**config.mk**
```make
export PLATFORM = sky130hd
export DESIGN_NAME = hilo_commit_buffer
export DESIGN_NICKNAME = d
export VERILOG_FILES = /design/src/rtl/hilo_commit_buffer_pkg.sv /design/src/rtl/hilo_pending_fifo.sv /design/src/rtl/hilo_commit_buffer.sv
export SDC_FILE = /design/constraint.sdc
export NUM_CORES = 1
export LEC_CHECK = 0
export ABC_AREA = 1
export CORE_ASPECT_RATIO = 0.9
export CORE_UTILIZATION = 30
export CTS_CLUSTER_SIZE = 8
export DETAILED_ROUTE_END_ITERATION = 8
export SKIP_LAST_GASP = 1
export SLEW_MARGIN = 20
export SYNTH_ARGS = -nofsm -noshare
export SYNTH_HDL_FRONTEND = slang
export SYNTH_SLANG_ARGS = --single-unit
export TNS_END_PERCENT = 100
```
**constraint.sdc**
```tcl
create_clock -name clk -period 15.2 [get_ports clk]
set_input_delay 1.52 -clock clk [delete_from_list [all_inputs] [get_ports clk]]
set_output_delay 1.52 -clock clk [all_outputs]
set_load 0.005 [all_outputs]
```
**src/rtl/hilo_commit_buffer_pkg.sv**
```systemverilog
// rtl/hilo_commit_buffer_pkg.sv - shared HI/LO indices, widths, FIFO depth and entry type
package hilo_commit_buffer_pkg;

    localparam int HI_IDX     = 1;
    localparam int LO_IDX     = 0;
    localparam int HALF_W     = 32;
    localparam int HILO_W     = 2 * HALF_W;
    localparam int FIFO_DEPTH = 2;
    localparam int PTR_W      = 1;
    localparam int CNT_W      = 2;

    typedef struct packed {
        logic [1:0]        we;
        logic [HILO_W-1:0] data;
    } hilo_entry_t;

    function automatic logic [HALF_W-1:0] half_of(input logic [HILO_W-1:0] word, input int idx);
        return word[idx*HALF_W +: HALF_W];
    endfunction

endpackage

```
**src/rtl/hilo_pending_fifo.sv**
```systemverilog
// rtl/hilo_pending_fifo.sv - 2-entry pending HI/LO FIFO with per-half youngest lookup (HILO_FORWARD_EN)
module hilo_pending_fifo
    import hilo_commit_buffer_pkg::*;
(
    input  logic              clk,
    input  logic              rst,
    input  logic              push,
    input  logic              pop,
    input  logic              flush,
    input  hilo_entry_t       push_entry,
    input  logic [HILO_W-1:0] arch,
    output hilo_entry_t       head,
    output logic [CNT_W-1:0]  count,
    output logic [HILO_W-1:0] view
);

    hilo_entry_t      entries [FIFO_DEPTH];
    logic [PTR_W-1:0] wr_ptr;
    logic [PTR_W-1:0] rd_ptr;

    assign head = entries[rd_ptr];

    // flush wins over push/pop; the top has already used head for a same-cycle retire
    always_ff @(posedge clk) begin
        if (rst || flush) begin
            wr_ptr <= '0;
            rd_ptr <= '0;
            count  <= '0;
        end else begin
            if (push) begin
                entries[wr_ptr] <= push_entry;
                wr_ptr          <= wr_ptr + PTR_W'(1);
            end
            if (pop) begin
                rd_ptr <= rd_ptr + PTR_W'(1);
            end
            count <= count + CNT_W'(push) - CNT_W'(pop);
        end
    end

`ifdef HILO_FORWARD_EN
    hilo_entry_t young;
    assign young = entries[wr_ptr - PTR_W'(1)];

    always_comb begin
        view = arch;
        for (int h = 0; h < 2; h++) begin
            if ((count != '0) && young.we[h]) begin
                view[h*HALF_W +: HALF_W] = half_of(young.data, h);
            end else if ((count == CNT_W'(FIFO_DEPTH)) && head.we[h]) begin
                view[h*HALF_W +: HALF_W] = half_of(head.data, h);
            end
        end
    end
`else
    assign view = arch;
`endif

endmodule

```
**src/rtl/hilo_commit_buffer.sv**
```systemverilog
// rtl/hilo_commit_buffer.sv - HI/LO commit buffer top; HILO_FORWARD_EN selects forwarding vs stall
module hilo_commit_buffer
    import hilo_commit_buffer_pkg::*;
(
    input  logic              clk,
    input  logic              rst,
    input  logic              mdu_issue,
    input  logic              mdu_data_ok,
    input  logic [1:0]        mdu_we,
    input  logic [HILO_W-1:0] mdu_wdata,
    output logic              mdu_ready,
    input  logic              commit,
    input  logic              cancel,
    output logic [HILO_W-1:0] hilo_rdata,
    output logic              hilo_busy,
    output logic [HILO_W-1:0] arch_hilo
);

    logic [HALF_W-1:0] hi;
    logic [HALF_W-1:0] lo;
    logic [1:0]        outstanding;
    logic [CNT_W-1:0]  count;
    hilo_entry_t       head;
    hilo_entry_t       push_entry;
    logic              accept;
    logic              push;
    logic              retire;

    assign mdu_ready  = (count < CNT_W'(FIFO_DEPTH)) || commit;
    // a result arriving while full without a commit is dropped and leaves all state alone
    assign accept     = mdu_data_ok && mdu_ready && !cancel;
    assign push       = accept && (mdu_we != 2'b00);
    assign retire     = commit && (count != '0);
    assign push_entry = {mdu_we, mdu_wdata};
    assign arch_hilo  = {hi, lo};

    hilo_pending_fifo u_fifo (
        .clk        (clk),
        .rst        (rst),
        .push       (push),
        .pop        (retire),
        .flush      (cancel),
        .push_entry (push_entry),
        .arch       (arch_hilo),
        .head       (head),
        .count      (count),
        .view       (hilo_rdata)
    );

    always_ff @(posedge clk) begin
        if (rst) begin
            hi <= '0;
            lo <= '0;
        end else if (retire) begin
            if (head.we[HI_IDX]) hi <= half_of(head.data, HI_IDX);
            if (head.we[LO_IDX]) lo <= half_of(head.data, LO_IDX);
        end
    end

    always_ff @(posedge clk) begin
        if (rst || cancel) begin
            outstanding <= '0;
        end else if (mdu_issue && !accept && (outstanding != 2'd3)) begin
            outstanding <= outstanding + 2'd1;
        end else if (!mdu_issue && accept && (outstanding != 2'd0)) begin
            outstanding <= outstanding - 2'd1;
        end
    end

`ifdef HILO_FORWARD_EN
    assign hilo_busy = (outstanding != 2'd0) || mdu_issue;
`else
    // without forwarding, readers must also wait for pending entries to retire
    assign hilo_busy = (outstanding != 2'd0) || mdu_issue || (count != '0);
`endif

endmodule

```
==> impl_metrics.env, run 1 <==
export IMPL_synth_top_cell_area_share_pct=49.9
export IMPL_hold_class="reg -> reg"
export IMPL_nNetsFinal=954
export IMPL_drive_above_1_share_pct=5.20
export IMPL_clk_latency_ps=530
export IMPL_dieWidth_um=174
export IMPL_clockBufferDepth=3
export IMPL_detail_route_wl_per_cell_um=13.6
export IMPL_htreeDepth=1
export IMPL_grt_ovfl_total=0
export IMPL_cts_buffers=29
export IMPL_dr_pass1_iters=4
export IMPL_synth_top_area_cell="edfxtp_1"
export IMPL_synth_cell_type_count=22
export IMPL_crit_path_start_kind="input pin"
export IMPL_area_delta_synth_final_pct=33.1
export IMPL_wl_mm=17.0
export IMPL_crit_required_ps=13680
export IMPL_rows=56
export IMPL_synth_nets=815
export IMPL_synth_common_cells="204 x nand2_1, 132 x edfxtp_1, 76 x inv_1"
export IMPL_multi_input_area_mm2=0.00159
export IMPL_critPathSlowestCell="clkdlybuf4s50_1"
export IMPL_critPathMaxStageDelay_ps=500
export IMPL_seq_area_mm2=0.00539
export IMPL_grt_usage_pct=12.1
export IMPL_drtIter0Drc=210
export IMPL_synth_cell_area_mm2=0.00795
export IMPL_die_height_um=156
export IMPL_synth_edf_count=132
export IMPL_drcViolationCount=0
export IMPL_grt_pass1_wl_mm=26.0
export IMPL_grt_pass1_vias=4837
export IMPL_cp_top_family="buffers and inverters"
export IMPL_crit_path_end_kind="primary output"
export IMPL_crit_path_frequent_cell="clkdlybuf4s50_1"
export IMPL_finish_utilization_pct=40.6
export IMPL_maxSlewViolCount=0
export IMPL_antenna_found_initial=0
export IMPL_cap_violations=0
export IMPL_status="finished clean"
export IMPL_crit_arrival_ps=2680
export IMPL_p_per_area_mw_per_mm2=116
export IMPL_ant_nets=0
export IMPL_rsz0062_at_grt="no"
export IMPL_ir_drop_v=0.0000638
export IMPL_syn_avg_cell_area_um2=10.7
export IMPL_p_leak_uw=0.00363
export IMPL_yosysMostFrequentCell="nand2_1"
export IMPL_synthCells=741
export IMPL_crit_chain="clkdlybuf4s50_1, inv_1, nand3_1, clkdlybuf4s50_1"
export IMPL_cts_hold_buf=0
export IMPL_cts_tree="yes"
export IMPL_dpl_hpwl_mm=10.0
export IMPL_synth_area_top_cells="edfxtp_1 50%, dfxtp_1 18%, nand2_1 9.6%"
export IMPL_cts_num_sinks=203
export IMPL_synth_flop_cell="edfxtp_1"
export IMPL_num_io_pins=202
export IMPL_hold_violations=0
export IMPL_gp_congestion=0.739
export IMPL_cts_root_buf="clkbuf_16"
export IMPL_worstMarginPinSlew_ps=952
export IMPL_start_util_pct=30.5
export IMPL_cts_resized_gates=0
export IMPL_core_area_mm2=0.0261
export IMPL_async_flop_share_pct=0
export IMPL_die_area_mm2=0.0271
export IMPL_io_buffers=201
export IMPL_finClkSkew_ps=18.0
export IMPL_post_cts_buffers=0
export IMPL_postPlaceCellArea_mm2=0.00975
export IMPL_fin_setup_tns_ps=0
export IMPL_max_freq_mhz=238
export IMPL_n_fill_cell=2542
export IMPL_path_clk_slew_ps=50
export IMPL_final_area_mm2=0.0106
export IMPL_place_inst=1197
export IMPL_ys_ff_latch=203
export IMPL_crit_fanout=3
export IMPL_diodes=0
export IMPL_cp_buffers_inverters=3
export IMPL_setup_violations=0
export IMPL_instances_no_fill=1251
export IMPL_critPathKind="in -> out"
export IMPL_yosysSeqAreaShare_pct=67.8
export IMPL_grt_max_degree=68
export IMPL_finalCriticalPeriod_ps=4200
export IMPL_yosysWarnings=0
export IMPL_dr_total_vias=5265
export IMPL_post_route_period_util_pct=27.6
export IMPL_slew_headroom_pct=36.5
export IMPL_via_per_inst=4.21
==> worst paths after layout <==
path                       from        end  cells after the start  slack, ps
setup / recovery      mdu_issue  hilo_busy                      4      11000
hold / removal    u_fifo.rd_ptr       flop                      1        440
setup reg to reg           flop     lo[25]                      5      12550
hold reg to reg   u_fifo.rd_ptr       flop                      1        440
==> layout by cell type (no fill, tap or decap), drive strengths merged <==
cell type        n
nand3            2
or2              1
clkinv           3
clkdlybuf4s50  200
clkinvlp         1
nor3             1
a21oi           69
nand3b           1
buf              5
dfxtp           71
xnor2            1
edfxtp         132
o21ai           70
clkbuf          52
nand2          206
inv             76
nor2             9
ha               2
nand4            1
==> power by group <==
group	internal (µW)	switching [µW]	total, µW	leakage, µW
Combinational	28.1	21.6	49.6	0.00148
Clock	356	224	579	0.000389
Sequential	594	3.61	597	0.00176
Total	977	249	1230	0.00363
==> final cells by class <==
cell class	instances	share of cell area (%)
Sequential cell	203	50.9
Timing Repair Buffer	205	19.3
Multi-Input combinational cell	363	15.0
Clock buffer	52	7.68
Tap cell	348	4.12
Inverter	78	2.80
Clock inverter	2	0.154
==> registers in the layout (all words and copies together) (netlist names), named ones only <==
signal / count
hi: 32
lo: 32
outstanding: 2
u_fifo.count: 2
u_fifo.entries: 132
u_fifo.rd_ptr: 1
u_fifo.wr_ptr: 1
==> worst reg2reg max path: stages, from the launching register on <==
cell and delay (ps):
dfxtp_4 740, o21ai_2 130, nand2_2 580, clkinv_2 710
nand2_1 250, a21oi_1 80
==> cells by family (layout without fill, tap and decap cells) <==
group	Yosys count	count (layout)	share of synthesized area [%]
simple gates	221	221	10.7
flops	203	203	67.8
buf+inv	175	337	12.3
compound gates	139	139	8.85
fa+ha+maj	2	2	0.315
xor+xnor	1	1	0.110
==> stage by stage <==
step	worst slack, ps	hold WS, ps	total power [µW]
after global placement	11030	437	658
final	11000	440	1230
after CTS	10990	443	1250
after floorplan	8330	425	627
after detailed placement	10960	437	659
after global routing	10940	468	1270
==> per-layer routing <==
layer  vias up  wire length [µm]  GRT usage (%)
li1       2646                 -              -
met2       136              8390           21.2
met4         0               490           4.59
met1      2453              7260           14.6
met5         -                 0              0
met3        30               817           2.62
No activity file was read; power rests on OpenSTA's default activity.
==> inputs of run 2 (changes only) <==
Clock period 15.2 ns to 3.8 ns, I/O delays scaled along.
==> impl_metrics.env, run 2 (synthesis gave the netlist of run 1 again) <==
export IMPL_cap_violations=0
export IMPL_nNetsFinal=954
export IMPL_detail_route_wl_per_cell_um=13.8
export IMPL_reg2reg_slack_ps=1160
export IMPL_worstMarginPinSlew_ps=837
export IMPL_drive_above_1_share_pct=5.10
export IMPL_finalCriticalPeriod_ps=2640
export IMPL_largestRegisters="u_fifo.entries (132), hi (32), lo (32)"
export IMPL_slew_headroom_pct=44.2
export IMPL_fin_setup_tns_ps=0
export IMPL_p_clk_share_pct=47.2
export IMPL_crit_path_start_kind="flop"
export IMPL_total_power_uw=4900
export IMPL_io_buffers=201
export IMPL_p_sw_share_pct=20.3
export IMPL_ant_nets=0
export IMPL_final_cell_mix="204 x nand2_1, 200 x clkdlybuf4s50_1, 132 x edfxtp_1, 75 x inv_1, 70 x dfxtp_1"
export IMPL_largest_register_ffs=132
export IMPL_clockBufferDepth=3
export IMPL_maxSlewViolCount=0
export IMPL_regMostFlops="u_fifo.entries"
export IMPL_finClkSkew_ps=8.01
export IMPL_gp_congestion=0.691
export IMPL_die_area_mm2=0.0271
export IMPL_drcViolationCount=0
export IMPL_power_switching_uw=998
export IMPL_die_height_um=156
export IMPL_post_cts_buffers=0
export IMPL_grt_usage_pct=12.5
export IMPL_area_delta_synth_final_pct=33.4
export IMPL_diodes=0
export IMPL_min_to="outstanding[1]"
export IMPL_p_seq_share_pct=48.7
export IMPL_critPathSlowestCell="clkinv_2"
export IMPL_reg2reg_to="hi[17]"
export IMPL_grt_pass1_wl_mm=26.8
export IMPL_post_route_period_util_pct=69.4
export IMPL_hold_class="in -> reg"
export IMPL_wl_mm=17.2
export IMPL_holdPathStages=4
export IMPL_combPwrFrac_pct=4.1
export IMPL_layout_commonest_cell="nand2_1"
export IMPL_max_freq_mhz=379
export IMPL_cp_buffers_inverters=1
export IMPL_ir_drop_v=0.000232
export IMPL_grt_pass1_vias=4976
export IMPL_crit_path_end_kind="flop"
export IMPL_crit_required_ps=4170
export IMPL_setup_violations=0
export IMPL_p_per_area_mw_per_mm2=463
export IMPL_crit_fanout=63
export IMPL_holdCritStartpoint="rst"
export IMPL_crit_chain="o21ai_2, nand2_2, clkinv_2, nand2_1, a21oi_1"
export IMPL_cts_buffers=29
export IMPL_critPathMaxStageDelay_ps=720
export IMPL_crit_arrival_ps=3000
export IMPL_status="finished clean"
export IMPL_path_clk_slew_ps=50
export IMPL_rsz0062_at_grt="no"
export IMPL_core_area_mm2=0.0261
export IMPL_dpl_hpwl_mm=10.1
export IMPL_critPathKind="reg -> reg"
export IMPL_cts_root_buf="clkbuf_16"
export IMPL_dr_pass1_iters=4
export IMPL_cts_num_sinks=203
export IMPL_dieWidth_um=174
export IMPL_grt_max_degree=71
export IMPL_power_internal_uw=3910
export IMPL_cts_resized_gates=0
export IMPL_worstRegToRegCells=5
export IMPL_crit_cells=5
export IMPL_instances_no_fill=1250
export IMPL_drtIter0Drc=204
export IMPL_rows=56
export IMPL_num_io_pins=202
export IMPL_cts_tree="yes"
export IMPL_clk_latency_ps=520
export IMPL_cp_top_family="simple AND/OR/NAND/NOR gates"
export IMPL_dr_total_vias=5273
export IMPL_p_leak_uw=0.00363
export IMPL_via_per_inst=4.22
export IMPL_htreeDepth=1
export IMPL_hold_violations=0
export IMPL_place_inst=1197
export IMPL_start_util_pct=30.5
export IMPL_cts_hold_buf=0
export IMPL_grt_ovfl_total=0
export IMPL_antenna_found_initial=0
## run 2: changes by cell type in the layout (fill, tap and decap cells not counted)
cell    previous run  this run
buf_12             0         2
buf_4              4         2
inv_6              1         0
nor3_2             1         0
nor3_4             0         1
## run 2: per-stage QoR
step           worst slack, ps  utilization, %  instance area, µm²  hold WS, ps
6_report                  1160            40.7               10600          206
5_1_grt                    759            40.7               10600          238
4_1_cts                    922            40.7               10600          186
3_5_place_dp               887            37.5                9780          429
3_3_place_gp               905            37.5                9780          427
2_1_floorplan              109               -                7950          425
## run 2: how the worst max path moves through the flow
| stage | end | slack (ps) |
|---|---|---|
| floorplan | u_fifo.entries[1][0] | 110 |
| global placement | hi[5] | 910 |
| detailed placement | hi[2] | 890 |
| CTS | hi[25] | 920 |
| global route | hi[30] | 760 |
| finish | hi[17] | 1160 |
## run 2: tightest hold or removal path, stage by stage
cell and delay (ps):
buf_2 90, nor2_1 80, o21ai_0 80, a21oi_1 40
## run 2: power by group through the flow
stage	Combinational [µW]	Clock (µW)	Sequential, µW
floorplan	77.9	0	2430
finish	199	2320	2390
detailed placement	202	0	2430
global route	220	2490	2390
global placement	197	0	2430
CTS	202	2390	2390
## run 2: routing by layer
| layer | track usage [%] | part of all wire (%) |
|---|---|---|
| met1 | 15.5 | 45 |
| met2 | 21.8 | 48 |
| met3 | 2.70 | 4.8 |
| met4 | 3.97 | 2.7 |
| met5 | 0 | 0 |
## run 2: layout make-up
type / count / area [µm²]
clock buffer: 52 / 812
clock inverter: 1 / 7.51
fill: 2523 / 15500
inverter: 78 / 297
multi-input combinational: 363 / 1600
sequential: 203 / 5390
tap: 348 / 435
timing repair buffer: 205 / 2060
==> inputs of run 3 (changes only) <==
Clock period 3.8 ns to 2.1 ns, I/O delays scaled along.
==> impl_metrics.env, run 3 (synthesis gave the netlist of run 1 again) <==
export IMPL_crit_path_start_kind="flop"
export IMPL_status="finished clean"
export IMPL_area_delta_synth_final_pct=35.2
export IMPL_crit_fanout=4
export IMPL_post_route_period_util_pct=85.0
export IMPL_crit_arrival_ps=1580
export IMPL_start_util_pct=30.5
export IMPL_finish_utilization_pct=41.2
export IMPL_p_per_area_mw_per_mm2=826
export IMPL_final_cell_mix="202 x nand2_1, 200 x clkdlybuf4s50_1, 132 x edfxtp_1, 75 x inv_1"
export IMPL_power_internal_uw=7090
export IMPL_path_clk_slew_ps=60
export IMPL_finalCriticalPeriod_ps=1790
export IMPL_n_fill_cell=2521
export IMPL_die_area_mm2=0.0271
export IMPL_grt_max_degree=71
export IMPL_core_area_mm2=0.0261
export IMPL_crit_path_end_kind="primary output"
export IMPL_grt_usage_pct=12.1
export IMPL_ir_drop_v=0.000428
export IMPL_max_freq_mhz=560
export IMPL_cts_buffers=29
export IMPL_p_seq_share_pct=48.7
export IMPL_nNetsFinal=963
export IMPL_gr_usage_met2_pct=20.6
export IMPL_maxSlewViolCount=0
export IMPL_via_per_inst=4.15
export IMPL_use_met3_pct=2.65
export IMPL_p_leak_uw=0.00370
export IMPL_dpl_hpwl_mm=10.5
export IMPL_multi_input_area_mm2=0.00162
export IMPL_combPwrFrac_pct=4.2
export IMPL_finClkSkew_ps=13.5
export IMPL_dieWidth_um=174
export IMPL_final_area_mm2=0.0107
export IMPL_die_height_um=156
export IMPL_slew_headroom_pct=47.1
export IMPL_wl_mm=16.7
export IMPL_cts_num_sinks=203
export IMPL_htreeDepth=1
export IMPL_largestRegisters="u_fifo.entries (132), hi (32), lo (32)"
export IMPL_cts_root_buf="clkbuf_16"
export IMPL_grt_util_met1_pct=15.0
export IMPL_gp_congestion=0.702
export IMPL_fin_setup_tns_ps=0
export IMPL_dr_pass1_iters=4
export IMPL_total_power_uw=8880
export IMPL_grt_pass1_vias=4851
export IMPL_hold_class="in -> reg"
export IMPL_hold_violations=0
export IMPL_num_io_pins=202
export IMPL_regMostFlops="u_fifo.entries"
export IMPL_setup_violations=0
export IMPL_ant_nets=0
export IMPL_diodes=0
export IMPL_post_cts_buffers=0
export IMPL_grt_ovfl_total=0
export IMPL_io_buffers=201
export IMPL_drtIter0Drc=187
export IMPL_detail_route_wl_per_cell_um=13.3
export IMPL_critPathKind="reg -> out"
export IMPL_drcViolationCount=0
export IMPL_largest_register_ffs=132
export IMPL_seq_area_mm2=0.00539
export IMPL_worstMarginPinSlew_ps=793
export IMPL_postPlaceCellArea_mm2=0.00992
export IMPL_clk_latency_ps=520
export IMPL_p_clk_share_pct=47.1
export IMPL_p_sw_share_pct=20.1
export IMPL_clockBufferDepth=3
export IMPL_drive_above_1_share_pct=6.49
export IMPL_antenna_found_initial=0
export IMPL_dr_total_vias=5218
export IMPL_rows=56
export IMPL_grt_busiest_layer="met2"
export IMPL_cts_tree="yes"
export IMPL_layout_commonest_cell="nand2_1"
export IMPL_holdWs_ps=267
export IMPL_cap_violations=0
export IMPL_rsz0062_at_grt="no"
export IMPL_power_switching_uw=1790
export IMPL_crit_required_ps=1890
export IMPL_grt_pass1_wl_mm=25.9
==> run 3: cell types whose count changed in the layout (fill, tap and decap cells not counted), moves of 2 or more <==
cell,change
clkbuf_1,-3
buf_4,+4
buf_12,+4
nand2_4,+2
nand2_1,-2
==> run 3: final cells by class <==
cell class | count | area share, %
well taps | 348 | 4.05
flip-flops and latches | 203 | 50.2
repair buffers | 214 | 20.3
clock buffers | 50 | 7.58
inverters | 78 | 2.78
clock inverters | 1 | 0.0466
multi-input cells | 363 | 15.1
==> run 3: per-layer routing <==
metal  wire [µm]  share of wire (%)  vias up
met3         940                5.6       34
met1        7100                 43     2385
li1            -                  -     2658
met5           0                  0        -
met2        8070                 48      141
met4         562                3.4        0
==> run 3: path summary, 6_finish.rpt <==
check / start / endpoint / slack [ps] / cells past startpoint
max reg2reg: u_fifo.count[1] / hi[1] / 440 / 7
min reg2reg: u_fifo.rd_ptr / flop / 430 / 1
max: u_fifo.count[1] / hilo_busy / 310 / 3
min: mdu_wdata[59] / u_fifo.entries[1][59] / 270 / 1
==> run 3: worst max-delay path, stage by stage (launching register included) <==
cell and delay, ps:
dfxtp_2 340, nor2_1 170, nand3_1 100, clkdlybuf4s50_1 460
==> run 3: per-stage QoR <==
stage          instances  worst slack (ps)
6_report            1257               314
5_1_grt             1257               247
4_1_cts             1257               264
3_5_place_dp        1205              81.9
3_3_place_gp        1205               125
2_1_floorplan        741              -406
==> run 3: power by group through the flow <==
stage	logic [µW]	registers, µW	clock network, µW
after detailed placement	378	4400	0
after floorplan	145	4400	0
final	374	4320	4190
after global routing	413	4320	4490
after global placement	373	4400	0
after CTS	381	4320	4330
==> run 3: repair_timing <==
item / CTS / global route
resized for setup: 0 / 0
hold buffers: 1 / 0
hold endpoints to repair: 1 / 0
